**src/rtl/lcd_text_writer.sv**
```systemverilog
// ---------------------------------------------------------------------------
// lcd_text_writer
//
// Accepts a stream of character codes through a valid/ready port. The codes
// are buffered in a small FIFO and turned into HD44780-style commands for a
// downstream LCD controller, which is driven through a request/busy
// handshake. The block keeps a text cursor (column and line) and interprets
// two control codes:
//   0x0A newline   : set the DDRAM address to the start of the other line
//   0x0C form feed : clear the display and home the cursor
// Every other code is written as a data byte at the cursor.
//
// Optional feature macro: LCD_WRITER_AUTOWRAP_EN
//   defined   : a printable code arriving at column COLS first triggers an
//               internal set-address command for the other line, and is then
//               written at column 0 of that line.
//   undefined : a printable code arriving at column COLS is discarded.
//
// Parameters
//   DEPTH  FIFO depth in entries, power of two, 2..64
//   COLS   visible columns per line, 1..31
//
// Ports
//   clk          single clock, all logic on its rising edge
//   rst_n        synchronous active-low reset
//   wr_valid     producer offers wr_char
//   wr_char      character code
//   wr_ready     FIFO can accept (transfer on wr_valid && wr_ready)
//   lcd_busy     busy flag from the LCD controller
//   lcd_enable   command request to the LCD controller
//   lcd_bus      {rs, rw, data[7:0]} for the current command
//   cursor_col   current column, 0..COLS
//   cursor_line  current line, 0 or 1
//   idle         FIFO empty, FSM idle and no wrap pending
// ---------------------------------------------------------------------------
module lcd_text_writer #(
   parameter int DEPTH = 8,
   parameter int COLS  = 16
) (
   input  logic       clk,
   input  logic       rst_n,
   input  logic       wr_valid,
   input  logic [7:0] wr_char,
   output logic       wr_ready,
   input  logic       lcd_busy,
   output logic       lcd_enable,
   output logic [9:0] lcd_bus,
   output logic [4:0] cursor_col,
   output logic       cursor_line,
   output logic       idle
);

   localparam int          AW       = (DEPTH > 1) ? $clog2(DEPTH) : 1;
   localparam logic [AW:0] FULL_CNT = (AW+1)'(DEPTH);
   localparam logic [4:0]  COL_MAX  = 5'(COLS);
   localparam logic [7:0]  CH_NL    = 8'h0A;
   localparam logic [7:0]  CH_FF    = 8'h0C;
   localparam logic [9:0]  CMD_CLR  = 10'h001;

   typedef enum logic [1:0] {
      IDLE = 2'd0,
      REQ  = 2'd1,
      ACK  = 2'd2,
      DONE = 2'd3
   } state_t;

   // What the DONE state must do to the cursor and FIFO for the command
   // currently in flight.
   typedef enum logic [1:0] {
      ACT_CHAR = 2'd0,
      ACT_NL   = 2'd1,
      ACT_FF   = 2'd2,
      ACT_WRAP = 2'd3
   } act_t;

   // FIFO storage and bookkeeping
   logic [7:0]    mem [DEPTH];
   logic [AW-1:0] wptr;
   logic [AW-1:0] rptr;
   logic [AW:0]   count;
   logic          full;
   logic          empty;
   logic          push;
   logic          pop;

   // Control
   state_t        state;
   act_t          act;
   logic          wrap_pend;
   logic          alive;      // low for the cycles a reset is being applied

   // Decode of the FIFO head
   logic [7:0]    head;
   logic [9:0]    nl_bus;
   logic [9:0]    dec_bus;
   act_t          dec_act;
   logic          dec_drop;
   logic          start;

   assign full     = (count == FULL_CNT);
   assign empty    = (count == '0);
   assign wr_ready = alive && !full;
   assign push     = wr_valid && wr_ready;
   assign idle     = alive && empty && (state == IDLE) && !wrap_pend;

   // A new round may begin only when the controller reports not busy; this
   // also keeps the block quiet after a reset taken mid-transaction until the
   // controller has finished whatever it was doing.
   assign start = (state == IDLE) && !empty && !lcd_busy;

   // Entries leave the FIFO either when their command completes, or straight
   // from IDLE when an overflowing character is discarded. The wrap command
   // leaves its character in place so it is written on the next round.
   assign pop = (start && dec_drop) || ((state == DONE) && (act != ACT_WRAP));

   always_comb begin
      head     = mem[rptr];
      nl_bus   = {3'b001, (cursor_line ? 7'h00 : 7'h40)};
      dec_act  = ACT_CHAR;
      dec_bus  = {2'b10, head};
      dec_drop = 1'b0;
      if (head == CH_NL) begin
         dec_act = ACT_NL;
         dec_bus = nl_bus;
      end else if (head == CH_FF) begin
         dec_act = ACT_FF;
         dec_bus = CMD_CLR;
      end else if (cursor_col >= COL_MAX) begin
`ifdef LCD_WRITER_AUTOWRAP_EN
         dec_act = ACT_WRAP;
         dec_bus = nl_bus;
`else
         dec_drop = 1'b1;
`endif
      end
   end

   // FIFO data array carries no reset; its contents are only meaningful
   // between the pointers.
   always_ff @(posedge clk) begin
      if (push) begin
         mem[wptr] <= wr_char;
      end
   end

   always_ff @(posedge clk) begin
      if (!rst_n) begin
         state       <= IDLE;
         act         <= ACT_CHAR;
         wptr        <= '0;
         rptr        <= '0;
         count       <= '0;
         lcd_enable  <= 1'b0;
         lcd_bus     <= '0;
         cursor_col  <= '0;
         cursor_line <= 1'b0;
         wrap_pend   <= 1'b0;
         alive       <= 1'b0;
      end else begin
         alive <= 1'b1;

         // Pointers wrap naturally because DEPTH is a power of two.
         if (push) begin
            wptr <= wptr + AW'(1);
         end
         if (pop) begin
            rptr <= rptr + AW'(1);
         end
         if (push && !pop) begin
            count <= count + (AW+1)'(1);
         end else if (pop && !push) begin
            count <= count - (AW+1)'(1);
         end

         case (state)
            IDLE: begin
               if (start && !dec_drop) begin
                  lcd_bus    <= dec_bus;
                  act        <= dec_act;
                  wrap_pend  <= (dec_act == ACT_WRAP);
                  lcd_enable <= 1'b1;
                  state      <= REQ;
               end
            end

            // Request held with a stable bus until the controller takes it.
            REQ: begin
               if (lcd_busy) begin
                  lcd_enable <= 1'b0;
                  state      <= ACK;
               end
            end

            ACK: begin
               if (!lcd_busy) begin
                  state <= DONE;
               end
            end

            DONE: begin
               case (act)
                  ACT_CHAR: begin
                     if (cursor_col < COL_MAX) begin
                        cursor_col <= cursor_col + 5'd1;
                     end
                  end
                  ACT_NL: begin
                     cursor_line <= ~cursor_line;
                     cursor_col  <= '0;
                  end
                  ACT_FF: begin
                     cursor_line <= 1'b0;
                     cursor_col  <= '0;
                  end
                  ACT_WRAP: begin
                     cursor_line <= ~cursor_line;
                     cursor_col  <= '0;
                     wrap_pend   <= 1'b0;
                  end
                  default: ;
               endcase
               state <= IDLE;
            end

            default: state <= IDLE;
         endcase
      end
   end

endmodule

```
**config.mk**
```make
export PLATFORM = sky130hd
export DESIGN_NAME = lcd_text_writer
export DESIGN_NICKNAME = d
export VERILOG_FILES = /design/src/rtl/lcd_text_writer.sv
export SDC_FILE = /design/constraint.sdc
export NUM_CORES = 1
export LEC_CHECK = 0
export ABC_AREA = 1
export ABC_CLOCK_PERIOD_IN_PS = 2780
export CAP_MARGIN = 10
export CELL_PAD_IN_SITES_DETAIL_PLACEMENT = 0
export CELL_PAD_IN_SITES_GLOBAL_PLACEMENT = 1
export CORE_ASPECT_RATIO = 0.8
export CORE_MARGIN = 5
export CORE_UTILIZATION = 41
export DETAILED_ROUTE_END_ITERATION = 10
export HOLD_SLACK_MARGIN = 0.06
export PLACE_DENSITY = 0.86
export SYNTH_ARGS = -nofsm -noshare
export SYNTH_HDL_FRONTEND = slang
export SYNTH_SLANG_ARGS = --single-unit
```
**constraint.sdc**
```tcl
create_clock -name clk -period 2.78 [get_ports clk]
set_input_delay 0.695 -clock clk [delete_from_list [all_inputs] [get_ports clk]]
set_output_delay 0.695 -clock clk [all_outputs]
set_load 0.01 [all_outputs]
```
==> results of run 1 <==
==> sequential cells by signal, indices dropped and copies added (netlist names), named ones only <==
register     flops
act              2
alive            1
count            4
cursor_col       5
cursor_line      1
lcd_bus          9
lcd_enable       1
mem             64
rptr             3
state            2
wptr             3
wrap_pend        1
==> final timing paths <==
kind | slack (ps) | start | cells after the start | endpoint
setup / recovery | -20 | flop | 22 | count[3]$_SDFFE_PN0P_
hold / removal | 440 | wrap_pend$_SDFFE_PN0P_ | 2 | wrap_pend$_SDFFE_PN0P_
setup reg to reg | -20 | flop | 22 | count[3]$_SDFFE_PN0P_
hold reg to reg | 440 | wrap_pend$_SDFFE_PN0P_ | 2 | wrap_pend$_SDFFE_PN0P_
==> worst max-delay path: stages, from the launching register on <==
cell and delay [ps]:
dfxtp_4 390, inv_8 100, clkbuf_16 150, nand2_1 40
nand3_1 70, nand3_1 100, nand2_2 120, nand2_1 60
nor2_1 130, nand2_2 80, nand4_1 140, nand2_2 80
inv_2 80, ha_4 140, inv_4 50, ha_4 230
and3_4 180, a211oi_2 180, nor2_1 70, nor2_1 90
nand2_1 70, o21ai_1 110, a21oi_1 50
==> synthesized netlist by cell type (2+ instances only) <==
cell / number / area share, %
clkbuf_1: 3 / 0.25
xor2_1: 2 / 0.39
a211oi_1: 2 / 0.34
o21ai_0: 13 / 1.5
nand2_2: 4 / 0.56
edfxtp_1: 64 / 43
inv_1: 76 / 6.4
dfxtp_1: 35 / 16
ha_1: 11 / 3.1
nand3_1: 46 / 5.2
a21oi_1: 26 / 2.9
buf_4: 7 / 1.2
nand4_1: 3 / 0.42
nand2_1: 143 / 12
buf_6: 4 / 1.0
a31oi_1: 3 / 0.42
nor2_1: 37 / 3.1
==> layout make-up <==
cell class                 count  area share (%)
sequential                    99            45.3
multi-input combinational    300            27.5
timing repair buffer          82            13.4
inverter                      80            5.48
clock buffer                  10            4.12
tap                          144            3.11
clock inverter                 6            1.12
==> power by group through the flow <==
stage,Combinational (mW),Sequential (mW),Clock (mW)
floorplan,0.664,1.78,0
global placement,1.02,1.77,0
global route,1.36,1.77,1.33
finish,1.22,1.76,1.25
CTS,1.12,1.75,1.27
detailed placement,1.05,1.78,0
==> per-stage QoR <==
step,worst slack [ps],instances,total power [mW],util (%),area (um^2)
finish,-16.2,721,4.23,53.9,5800
floorplan,29.7,494,2.44,-,4480
detailed placement,-323,691,2.82,47.9,5160
CTS,-32.3,717,4.15,52.1,5600
global route,-257,721,4.46,53.9,5800
global placement,-201,691,2.79,47.9,5160
==> placed cells by master, fill, tap and decap left out, types with 2 or more instances in the layout <==
cell             Yosys  final
buf_12               0      2
nor2_2               1      3
nand2_1            143    129
o21ai_0             13     11
edfxtp_1            64     64
clkinv_4             1      4
o21ai_1              1      2
ha_4                 0      3
inv_4                1      2
nand4_1              3      3
buf_4                7     43
nand3_1             46     32
a31oi_1              3      3
nor2_1              37     34
nand2_2              4     18
clkinv_1             1      2
inv_1               76     74
clkdlybuf4s50_1      0     29
dfxtp_1             35     33
ha_1                11      8
clkbuf_16            0     11
xor2_1               2      2
a21oi_1             26     26
buf_6                4      5
nand3_2              1     15
==> routing by layer <==
layer  track usage (%)  up-vias  part of all wire (%)
li1                  -     1748                     -
met1              20.5     1570                    46
met2              25.6       68                    48
met3              3.44        9                   5.4
met4              4.29        0                   1.0
met5                 0        -                     0
==> logic make-up (layout without fill, tap and decap cells) <==
group | Yosys count | in the layout | share of synthesized area, %
xor+xnor | 2 | 2 | 0.392
compound gates | 47 | 47 | 5.63
flops | 99 | 99 | 58.7
other cells | 1 | 1 | 0.0840
fa+ha+maj | 12 | 12 | 3.53
simple gates | 238 | 238 | 22.2
buf+inv | 95 | 178 | 9.44
==> timing repair <==
| action | CTS | global route |
|---|---|---|
| pin swaps | 5 | 8 |
| gates resized for setup | 21 | 36 |
| setup buffers | 10 | 5 |
| gates cloned | 0 | 2 |
| hold buffers | 0 | 0 |
| endpoints found under the setup margin | 2 | 7 |
==> results.md, run 1 <==
- Max Cap Violations: 0
- Post-route antenna net violation count: 0
- Critical path capture point type: flop
- Nets: 596
- Endpoints failing hold: 0
- CTS root buf: clkbuf_16
- Die width: 127 um
- Vias in the first global route: 3236
- Post-synthesis net count: 518
- Outcome: complete, but fails checks
- Fmax: 358 MHz
- Die extent in y: 103 um
- Area grow syn2layout: 29.9%
- WHS: 438 ps
- Pwr per Cell Area: 729 nW/um^2
- RSZ-0062 raised after global routing: yes
- Slew HR: 66.6%
- Later-pin clock latency in the skew report: 340 ps
- Post-synthesis sequential area ratio: 58.7%
- Site row count: 34
- Antenna cells: 0
- # clock sinks: 99
- Unique masters post-synth: 32
- Hold Crit Class: reg -> reg
- Top FF cell, synth: edfxtp_1
- Layout cells sized above 1: 20.8%
- Area of the multi-input gates: 1600 um^2
- Max VDD drop: 0.305 mV
- Core Footprint: 10800 um^2
- Post-DP HPWL: 6600 um
- Reg power frac: 41.5%
- Max Clock Skew: 5.62 ps
- CP Max Fanout: 5
- DR iter-0 viols: 225
- # port buffers: 29
- P_leak: 2.50 nW
- Slew @ Worst Pin: 501 ps
- Vias/cell: 4.71
- TritonRoute pass-1 iters: 4
- Max-slew violations: 0
- Critical Path RT: 3010 ps
- P_sw: 1.28 mW
- H-tree depth: 3
- Filler Cell Count: 933
- Internal Power: 2.95 mW
- WL final: 9930 um
- Initial Util: 41.5%
- Clk buf depth: 2
- Routability cong.: 0.778
- Tmin final: 2800 ps
- CTS Buf Count: 9
- Vias: 3395
- Post-synth EDFFs: 64
- Die Area: 13100 um^2
- Seq cells post-synth: 99
- Register area: 2630 um^2
- DRC Markers: 0
- Global route overflow: 0
- Switching share of power: 30.2%
- Setup violations, final: 1
- Setup tns final: -16.2 ps
- Global Route Usage Sum: 15.4%
- Routed len/inst: 13.8 um
- Slack of the critical path: -16.2 ps
- Syn_area_per_cell: 9.04 um^2
- I/O pin total: 31
- Crit share post-route: 101%
- Failing checks: negative setup slack
- Ys Warns: 0
- Kind of critical path: reg -> reg
- Asr flop ratio synth: 0%
- CP arrival: 3030 ps
- First-pass GRT wire length: 15800 um
- Clock power share: 29.6%
- CP Launch Type: flop
- Netlist Area Pre-Place: 4460 um^2
- Gate Count Post-Synth: 494
- Largest net degree at the start of global routing: 17
- Initial antenna violation count: 0
- Worst-path clk slew: 70 ps
- CTS tree: built
- Combinational share of power: 28.8%
Power figures use the tool's default switching activity.
==> inputs of run 2 (changes only) <==
Settings changed: REMOVE_ABC_BUFFERS from default to 1.
==> run 2 against run 1 <==
Combinational power barely moved. The run still ends with negative setup slack left. Highest routed layer unchanged. Worst hold slack improved by 4.6 ps. Cell count fell by 0.69%. Largest cell class unchanged.
==> results.md, run 2 (same netlist as run 1, synthesis figures left out) <==
- CTS tree: built
- Core Footprint: 10800 um^2
- Hold depth: 2
- CTS Buf Count: 9
- Initial Util: 41.5%
- Global route overflow: 0
- Tmin final: 2960 ps
- Outcome: complete, but fails checks
- Crit-path cells: buf_8 > clkbuf_16 > nand2_2 > nand3_2 > nand2_1 > nand2_1 > nand2_1 > nand2_1 > nor2_2 > nand2_2 > nand4_1 > nand2_2 > inv_2 > ha_4 > inv_4 > ha_4 > and3_4 > a211oi_2 > nor2_1 > nor2_1 > nand2_1 > o21ai_1 > a21oi_1
- Setup violations, final: 1
- Global Route Usage Sum: 15.7%
- Fmax: 338 MHz
- Vias: 3498
- Max Cap Violations: 0
- Slowest CP cell: dfxtp_4
- Post-layout util: 53.9%
- Final instance area: 5800 um^2
- Crit share post-route: 106%
- Initial antenna violation count: 0
- CTS root buf: clkbuf_16
- Internal Power: 3.01 mW
- Max FFs per register: 64
- Post-DP HPWL: 6740 um
- Site row count: 34
- CP arrival: 3190 ps
- Max Clock Skew: 6.50 ps
- WHS: 443 ps
- CP Max Fanout: 5
- Layout cells sized above 1: 21.7%
- Worst-path clk slew: 60 ps
- DRC Markers: 0
- Slowest stage delay, CP: 360 ps
- CP Launch Type: flop
- Die Area: 13100 um^2
- # port buffers: 29
- Commonest non-fill, non-tap cell in the layout: nand2_1
- Die width: 127 um
- Kind of critical path: reg -> reg
- Slack of the critical path: -178 ps
- Max VDD drop: 0.299 mV
- Dpl cell area: 5110 um^2
- Hold Crit Class: reg -> reg
- Max-slew violations: 0
- DR iter-0 viols: 243
- First-pass GRT wire length: 16000 um
- Pwr per Cell Area: 736 nW/um^2
- Area grow syn2layout: 29.9%
- TritonRoute pass-1 iters: 5
- Later-pin clock latency in the skew report: 340 ps
- RSZ-0062 raised after global routing: yes
- Switching share of power: 29.6%
- P_sw: 1.27 mW
- Vias/cell: 4.89
- I/O pin total: 31
- Pwr Total: 4.27 mW
- Nets: 592
- P_leak: 2.49 nW
- Clk buf depth: 2
- Endpoints failing hold: 0
- Failing checks: negative setup slack
- Reg2reg path depth: 23
- Routed len/inst: 14.7 um
- Critical path capture point type: flop
- H-tree depth: 3
- Cell mode on critical path: nand2_1
- Reg power frac: 41.0%
- Largest registers: mem x64, lcd_bus x9, cursor_col x5
- # clock sinks: 99
- Post-route antenna net violation count: 0
- Most frequent cells in the layout: nand2_1, inv_1, edfxtp_1
- Largest net degree at the start of global routing: 32
- Setup tns final: -178 ps
- Reg with most FFs: mem
- Antenna cells: 0
- Die extent in y: 103 um
- WL final: 10500 um
- Routability cong.: 0.813
- Vias in the first global route: 3356
- Combinational share of power: 29.1%
- Critical Path RT: 3010 ps
- Post-CTS Hold Buffers: 0
- Clock power share: 29.9%
-- run 2: cell types whose count changed in the layout (fill, tap and decap cells not counted), sizes merged --
cell	delta
clkbuf	+1
inv	+1
buf	-5
bufinv	+1
clkinv	-3
-- run 2: area by class of cell --
class                      count  area [um^2]
multi-input combinational    300         1650
clock buffer                  12          236
tap                          144          180
clock inverter                 3         63.8
timing repair buffer          76          698
timing repair inverter         2         20.0
sequential                    99         2630
inverter                      80          323
fill                         927         4960
-- run 2: power groups by stage --
stage	combinational, mW	clock (mW)	sequential [mW]
4_1_cts	1.06	1.29	1.75
2_1_floorplan	0.574	0	1.80
3_3_place_gp	0.992	0	1.77
3_5_place_dp	1.02	0	1.78
5_1_grt	1.39	1.36	1.76
6_report	1.24	1.28	1.75
-- run 2: worst max-delay path: cells and delay by family (launching register included) --
family,cells,cell delay [ps]
fa+ha+maj,2,380
flops,1,360
compound gates,3,410
simple gates,14,1250
buf+inv,4,450
-- run 2: final timing paths --
check                         startpoint  slack [ps]                     end
setup reg to reg                    flop        -180   count[3]$_SDFFE_PN0P_
hold reg to reg   wrap_pend$_SDFFE_PN0P_         440  wrap_pend$_SDFFE_PN0P_
setup / recovery                    flop        -180   count[3]$_SDFFE_PN0P_
hold / removal    wrap_pend$_SDFFE_PN0P_         440  wrap_pend$_SDFFE_PN0P_
-- run 2: through the flow --
stage	std cells	worst slack (ps)
2_1_floorplan	479	-631
3_3_place_gp	690	-304
3_5_place_dp	690	-375
4_1_cts	706	-39.0
5_1_grt	716	-415
6_report	716	-178
-- run 2: metal layers --
| layer | vias to the layer above | GRT usage, % | wire (um) |
|---|---|---|---|
| met3 | 17 | 3.59 | 465 |
| met2 | 67 | 26.5 | 5100 |
| li1 | 1731 | - | - |
| met5 | - | 0 | 0 |
| met1 | 1683 | 20.3 | 4760 |
| met4 | 0 | 5.11 | 159 |
-- run 2: what timing repair did --
action                                  in CTS  in global routing
cloned                                       1                  4
pin swaps                                    0                 42
endpoints found under the setup margin       2                  3
endpoints found under the hold margin        0                  0
buffers inserted                             0                  7
gates resized for setup                     18                 66
